==> config.mk <==
export PLATFORM = sky130hd
export DESIGN_NAME = fir_mac_sequencer
export DESIGN_NICKNAME = d
export VERILOG_FILES = /design/src/rtl/fir_mac_sequencer_pkg.sv /design/src/rtl/fir_sample_buffer.sv /design/src/rtl/fir_mac_sequencer.sv
export SDC_FILE = /design/constraint.sdc
export NUM_CORES = 2
export LEC_CHECK = 0
export CAP_MARGIN = 20
export CORE_MARGIN = 2
export CORE_UTILIZATION = 35
export DETAILED_ROUTE_END_ITERATION = 8
export HOLD_SLACK_MARGIN = 0.1
export SYNTH_ARGS = -nofsm -noshare
export SYNTH_HDL_FRONTEND = slang
export SYNTH_SLANG_ARGS = --single-unit
==> constraint.sdc <==
create_clock -name i_clk -period 52.8 [get_ports i_clk]
set_clock_uncertainty 0.2 [all_clocks]
set_input_delay 5.28 -clock i_clk [delete_from_list [all_inputs] [get_ports i_clk]]
set_output_delay 5.28 -clock i_clk [all_outputs]
set_load 0.005 [all_outputs]
==> src/rtl/fir_mac_sequencer_pkg.sv <==
// Shared definitions for the time-multiplexed FIR engine: FSM states and width helpers.
package fir_mac_sequencer_pkg;

  typedef enum logic [1:0] {
    ST_IDLE  = 2'd0,
    ST_RUN   = 2'd1,
    ST_DRAIN = 2'd2,
    ST_DONE  = 2'd3
  } fir_state_e;

  // Coefficient/sample, product and accumulate stages to flush after the last tap.
  localparam int unsigned DRAIN_CYCLES = 3;

  function automatic int unsigned fir_addr_width(input int unsigned depth);
    return (depth > 1) ? $clog2(depth) : 1;
  endfunction

  function automatic int unsigned fir_acc_width(input int unsigned dw, input int unsigned depth);
    return 2 * dw + $clog2(depth);
  endfunction

endpackage

==> src/rtl/fir_sample_buffer.sv <==
// Circular history of the last FIR_DEPTH samples with a registered tap-indexed read port.
module fir_sample_buffer
  import fir_mac_sequencer_pkg::*;
#(
  parameter int unsigned DATA_WIDTH = 24,
  parameter int unsigned FIR_DEPTH  = 16,
  localparam int unsigned ADDR_WIDTH = fir_addr_width(FIR_DEPTH)
) (
  input  logic                         i_clk,
  input  logic                         i_rst,
  input  logic                         i_en,
  input  logic                         i_wr,
  input  logic signed [DATA_WIDTH-1:0] iv_wr_data,
  input  logic                         i_rd,
  input  logic        [ADDR_WIDTH-1:0] iv_tap,
  output logic signed [DATA_WIDTH-1:0] ov_rd_data
);

  localparam int unsigned EXT_WIDTH = ADDR_WIDTH + 1;
  localparam logic [ADDR_WIDTH-1:0] LAST_IDX = ADDR_WIDTH'(FIR_DEPTH - 1);

  logic signed [DATA_WIDTH-1:0] mem [FIR_DEPTH];
  logic [ADDR_WIDTH-1:0] wp;
  logic [ADDR_WIDTH-1:0] nw;
  logic [ADDR_WIDTH-1:0] rd_idx_c;

  // (nw - k) mod FIR_DEPTH without relying on power-of-two wrap.
  always_comb begin
    rd_idx_c = nw - iv_tap;
    if (iv_tap > nw) begin
      rd_idx_c = ADDR_WIDTH'(EXT_WIDTH'(nw) + EXT_WIDTH'(FIR_DEPTH) - EXT_WIDTH'(iv_tap));
    end
  end

  always_ff @(posedge i_clk or posedge i_rst) begin
    if (i_rst) begin
      for (int i = 0; i < FIR_DEPTH; i++) begin
        mem[i] <= '0;
      end
      wp         <= '0;
      nw         <= '0;
      ov_rd_data <= '0;
    end else if (i_en) begin
      if (i_wr) begin
        mem[wp] <= iv_wr_data;
        nw      <= wp;
        wp      <= (wp == LAST_IDX) ? '0 : wp + ADDR_WIDTH'(1);
      end
      if (i_rd) begin
        ov_rd_data <= mem[rd_idx_c];
      end
    end
  end

endmodule

==> src/rtl/fir_mac_sequencer.sv <==
// FIR controller: one sample per handshake, taps stepped through a ROM and a single MAC,
// rounded/saturated result presented on a valid/ready output.
module fir_mac_sequencer
  import fir_mac_sequencer_pkg::*;
#(
  parameter int unsigned DATA_WIDTH = 24,
  parameter int unsigned FIR_DEPTH  = 16,
  parameter int unsigned COEF_FRAC  = 23,
  localparam int unsigned ADDR_WIDTH = fir_addr_width(FIR_DEPTH),
  localparam int unsigned ACC_WIDTH  = fir_acc_width(DATA_WIDTH, FIR_DEPTH)
) (
  input  logic                         i_clk,
  input  logic                         i_rst,
  input  logic                         i_en,
  input  logic signed [DATA_WIDTH-1:0] iv_din,
  input  logic                         i_din_valid,
  output logic                         o_din_ready,
  output logic        [ADDR_WIDTH-1:0] ov_coef_addr,
  output logic                         o_coef_en,
  input  logic signed [DATA_WIDTH-1:0] iv_coef,
  output logic signed [DATA_WIDTH-1:0] ov_dout,
  output logic                         o_dout_sat,
  output logic                         o_dout_valid,
  input  logic                         i_dout_ready
);

  localparam int unsigned PROD_WIDTH = 2 * DATA_WIDTH;
  localparam int unsigned RND_WIDTH  = ACC_WIDTH + 1;
  localparam logic [ADDR_WIDTH-1:0] LAST_TAP   = ADDR_WIDTH'(FIR_DEPTH - 1);
  localparam logic [1:0]            LAST_DRAIN = 2'(DRAIN_CYCLES - 1);
  localparam logic signed [RND_WIDTH-1:0] SAT_MAX =
    {{(RND_WIDTH-DATA_WIDTH+1){1'b0}}, {(DATA_WIDTH-1){1'b1}}};
  localparam logic signed [RND_WIDTH-1:0] SAT_MIN =
    {{(RND_WIDTH-DATA_WIDTH+1){1'b1}}, {(DATA_WIDTH-1){1'b0}}};

  fir_state_e state, state_next_c;
  logic [ADDR_WIDTH-1:0] tap_cnt;
  logic [1:0]            drain_cnt;
  logic accept_c, drain_last_c, done_exit_c;

  logic signed [DATA_WIDTH-1:0] smp_q;
  logic                         st1_vld, st1_first, st2_vld, st2_first;
  logic signed [PROD_WIDTH-1:0] prod;
  logic signed [ACC_WIDTH-1:0]  acc;

  logic signed [RND_WIDTH-1:0]  rnd_c, sh_c;
  logic signed [DATA_WIDTH-1:0] dout_c;
  logic                         sat_c;

  assign o_din_ready  = i_en & ~i_rst & (state == ST_IDLE);
  assign o_coef_en    = i_en & (state == ST_RUN);
  assign ov_coef_addr = tap_cnt;

  always_comb begin
    state_next_c = state;
    accept_c     = 1'b0;
    drain_last_c = 1'b0;
    done_exit_c  = 1'b0;
    case (state)
      ST_IDLE: if (i_en && i_din_valid) begin
        accept_c     = 1'b1;
        state_next_c = ST_RUN;
      end
      ST_RUN: if (i_en && tap_cnt == LAST_TAP) state_next_c = ST_DRAIN;
      ST_DRAIN: if (i_en && drain_cnt == LAST_DRAIN) begin
        drain_last_c = 1'b1;
        state_next_c = ST_DONE;
      end
      ST_DONE: if (i_en && i_dout_ready) begin
        done_exit_c  = 1'b1;
        state_next_c = ST_IDLE;
      end
      default: state_next_c = ST_IDLE;
    endcase
  end

  always_ff @(posedge i_clk or posedge i_rst) begin
    if (i_rst) state <= ST_IDLE;
    else       state <= state_next_c;
  end

  always_ff @(posedge i_clk or posedge i_rst) begin
    if (i_rst) begin
      tap_cnt   <= '0;
      drain_cnt <= '0;
    end else if (i_en) begin
      if (state == ST_RUN) tap_cnt <= (tap_cnt == LAST_TAP) ? '0 : tap_cnt + ADDR_WIDTH'(1);
      if (state == ST_DRAIN) drain_cnt <= drain_last_c ? 2'd0 : drain_cnt + 2'd1;
    end
  end

  fir_sample_buffer #(
    .DATA_WIDTH (DATA_WIDTH),
    .FIR_DEPTH  (FIR_DEPTH)
  ) u_buf (
    .i_clk      (i_clk),
    .i_rst      (i_rst),
    .i_en       (i_en),
    .i_wr       (accept_c),
    .iv_wr_data (iv_din),
    .i_rd       (o_coef_en),
    .iv_tap     (tap_cnt),
    .ov_rd_data (smp_q)
  );

  // Stage 1 is ROM data + buffer read, stage 2 the product; the accumulator reloads on tap 0.
  always_ff @(posedge i_clk or posedge i_rst) begin
    if (i_rst) begin
      st1_vld   <= 1'b0;
      st1_first <= 1'b0;
      st2_vld   <= 1'b0;
      st2_first <= 1'b0;
      prod      <= '0;
      acc       <= '0;
    end else if (i_en) begin
      st1_vld   <= (state == ST_RUN);
      st1_first <= (tap_cnt == '0);
      prod      <= PROD_WIDTH'(iv_coef) * PROD_WIDTH'(smp_q);
      st2_vld   <= st1_vld;
      st2_first <= st1_first;
      if (st2_vld) acc <= st2_first ? ACC_WIDTH'(prod) : acc + ACC_WIDTH'(prod);
    end
  end

  always_comb begin
    rnd_c  = RND_WIDTH'(acc) + (RND_WIDTH'(1) << (COEF_FRAC - 1));
    sh_c   = rnd_c >>> COEF_FRAC;
    sat_c  = 1'b0;
    dout_c = sh_c[DATA_WIDTH-1:0];
    if (sh_c > SAT_MAX) begin
      sat_c  = 1'b1;
      dout_c = SAT_MAX[DATA_WIDTH-1:0];
    end else if (sh_c < SAT_MIN) begin
      sat_c  = 1'b1;
      dout_c = SAT_MIN[DATA_WIDTH-1:0];
    end
  end

  always_ff @(posedge i_clk or posedge i_rst) begin
    if (i_rst) begin
      ov_dout      <= '0;
      o_dout_sat   <= 1'b0;
      o_dout_valid <= 1'b0;
    end else if (i_en) begin
      if (drain_last_c) begin
        ov_dout      <= dout_c;
        o_dout_sat   <= sat_c;
        o_dout_valid <= 1'b1;
      end else if (done_exit_c) begin
        o_dout_valid <= 1'b0;
      end
    end
  end

endmodule

==> run summary <==
Status - finished, final reports clean
Setup slack after layout - 39.82 ns
Final setup vio count - 0
Most frequent CP cell - fa_1
Worst-path fanout max - 24
Synth area leaders - dfrtp_1, fa_1, mux2_2
R2R Setup Slk - 44.76 ns
Syn Area/Cell - 10.6 µm²
Total Routing Usage GR - 0.175
Layout area overhead - 10.4%
CTS tree - yes
Post-Route WL - 121 mm
GP Congestion - 0.838
HP Class - flop to flop
Drt pass-1 iters - 5
End of the worst hold path - u_buf.ov_rd_data[10]
Max-cap violation count - 0
Fillers - 13,400
Unique masters post-synth - 77
Critical path, cell by cell - clkdlybuf4s50_1, nand2_1, inv_1, fa_1, fa_1, inv_1, fa_1, inv_1, fa_1, fa_1, fa_1, inv_1, fa_1, inv_1, ha_1, and3_1, a221oi_1, nor2_1, nand3_1, a21oi_1, nor2b_1, o21ai_0, a2111o_1, o211ai_1
Post-CTS Setup Bufs - 0
H-Tree Depth - 2
Residual DRC - 0
Die Area - 142,000 µm²
Worst Tran Pin Value - 1.20 ns
Dominant synthesized flop cell - dfrtp_1
Gr ovfl total - 0
Dpl hpwl - 83.6 mm
Clock-pin slew on the worst setup and hold paths - 0.07 ns
CP arrival - 13.37 ns
Clk buf depth - 3
Clock Sinks - 554
Worst R2R End - prod[41]
Synth Cell Area - 48,700 µm²
Core area - 138,000 µm²
Initial antenna violation count - 8
PortBufs - 84
TritonCTS Buffers - 57
Vias per std cell - 5.07
Initial core utilization - 0.353
Antenna-violating nets left - 0
Post-DR wirelength/cell - 18.9 µm
Drt initial violations - 1,949
Required time of the critical path - 53.18 ns
Place WS - 39.14 ns
Die height - 377 µm
Routed via count - 32,300
Core Rows - 136
Slew Limit Fails - 0
RSZ-0062 raised after global routing - no
I/O pin cnt - 85
Yosys reg bits - 554
Reg2reg start - u_buf.ov_rd_data[12]
First-pass GRT wire length - 197 mm
Synth warn - 0
Tcrit/Tclk final - 0.246
CP endpoint kind - flop
TNS Setup - 0 ns
Root Buffer Master - clkbuf_16
Synth area leader - dfrtp_1
CTS Hold Bufs - 0
Hold_sp - u_buf.ov_rd_data[10]
Sequential-to-total area share from yosys stat - 0.285
Die X - 377 µm
Crit path time final - 12.98 ns
Syn nets - 5,445
Slowest stage delay, CP - 0.98 ns
Worst rel slew slack - 0.198
Slowest library cell on the worst path - clkdlybuf4s50_1
Startpoint Class - input port
R2r worst-path depth - 23
Ys async rst share - 1.00
Mapped Cells - 4,583
Final hold violations - 0
Hold Path Stages - 2
Largest net degree at the start of global routing - 195
Yosys top cell area share - 0.285
Nets@finish - 5,393
Clock latency on the worst-skew pair - 0.69 ns
EDFF count, synth - 0
Layout cells sized above 1 - 0.157
CTS-repair resized insts - 0
Highest clock rate - 0.0770 GHz
Number of global-route vias before repair - 35,100
Worst Setup Path Type - input port to flop
-- routing by layer --
metal | vias up | wire [µm] | GRT usage
met1 | 16800 | 52400 | 0.226
met5 | - | 87 | 0
met2 | 602 | 60200 | 0.309
li1 | 14700 | - | -
met4 | 12 | 3020 | 0.0461
met3 | 181 | 4940 | 0.0232
-- logic make-up (layout without fill, tap and decap cells) --
family / count (synthesis) / after routing / synth area share
and+or+nand+nor: 1166 / 1166 / 0.113
other: 0 / 1 / 0
DFF: 554 / 554 / 0.285
buffers and inverters: 895 / 891 / 0.0694
adders and majority gates: 809 / 809 / 0.302
AOI/OAI and AO/OA: 500 / 500 / 0.0633
muxes: 531 / 531 / 0.145
xor gates and xnor gates: 128 / 128 / 0.0230
-- how the worst max path moves through the flow --
| stage | from | to | slack (ns) | cells past startpoint |
|---|---|---|---|---|
| 3_3_place_gp | iv_coef[16] | prod[33] | 39.17 | 25 |
| 5_1_grt | iv_coef[23] | prod[41] | 39.51 | 24 |
| 6_report | iv_coef[23] | prod[41] | 39.82 | 24 |
| 3_5_place_dp | iv_coef[16] | prod[33] | 39.14 | 25 |
| 2_1_floorplan | i_rst | o_din_ready | 29.60 | 2 |
| 4_1_cts | iv_coef[16] | prod[33] | 39.82 | 25 |
-- sequential cells by signal, summed over array words and instances, names as in the netlist, 2 cells and up --
register	count
acc	52
drain_cnt	2
ov_coef_addr	4
ov_dout	24
prod	48
state	2
u_buf.mem	384
u_buf.nw	4
u_buf.ov_rd_data	24
u_buf.wp	4
-- cell type report --
type,instances,area (µm²),share of cell area
Multi-Input combinational cell,3134,31500,0.586
Sequential cell,554,13900,0.258
Inverter,627,2360,0.0439
Tap cell,1794,2240,0.0418
Clock buffer,75,1590,0.0297
Timing Repair Buffer,157,1590,0.0295
Clock inverter,32,586,0.0109
Antenna cell,1,2.50,0.0000466
-- cells in the final DEF, fill, tap and decap left out, types with 110 or more instances in the layout --
cell type,count
inv_1,624
fa_1,608
nand2_1,586
dfrtp_1,553
mux2_2,423
and2_1,278
ha_1,199
o21ai_0,168
a21oi_1,149
nor2_1,110
-- cell usage after synthesis, types with 6 or more instances --
library cell  number
a211oi_1          10
a21boi_0           6
a21o_1            51
a21oi_1          149
a221oi_1           7
a31oi_1           15
and2_1           278
and3_1            32
buf_1             27
clkbuf_1         235
dfrtp_1          554
fa_1             609
ha_1             200
inv_1            625
mux2_2           423
mux2i_1           12
mux4_2            96
nand2_1          588
nand2b_1          16
nand3_1           61
nand3b_1          10
nand4_1           15
nor2_1           110
nor2b_1           13
nor3_1            23
o211ai_1           7
o21a_1            13
o21ai_0          168
o21bai_1          14
o31ai_1            8
xnor2_1           84
xor2_1            44
-- metrics by stage --
step / cells / util / hold WS [ns] / area [µm²]
4_1_cts: 6364 / 0.388 / 0.285 / 53500
3_5_place_dp: 6257 / 0.372 / 0.269 / 51300
6_report: 6374 / 0.390 / 0.281 / 53700
5_1_grt: 6373 / 0.390 / 0.306 / 53700
3_3_place_gp: 6256 / 0.372 / 0.263 / 51300
2_1_floorplan: 4583 / - / 0.248 / 48700
-- critical path: cells and delay by family --
family                     cells  cell delay (ns)
and+or+nand+nor                5             0.99
adders and majority gates      8             4.08
AOI/OAI and AO/OA              5             1.45
buffers and inverters          6             1.52
Power is not shown: default switching activity piles up to over one toggle a cycle in this logic, so the estimate is an artifact.
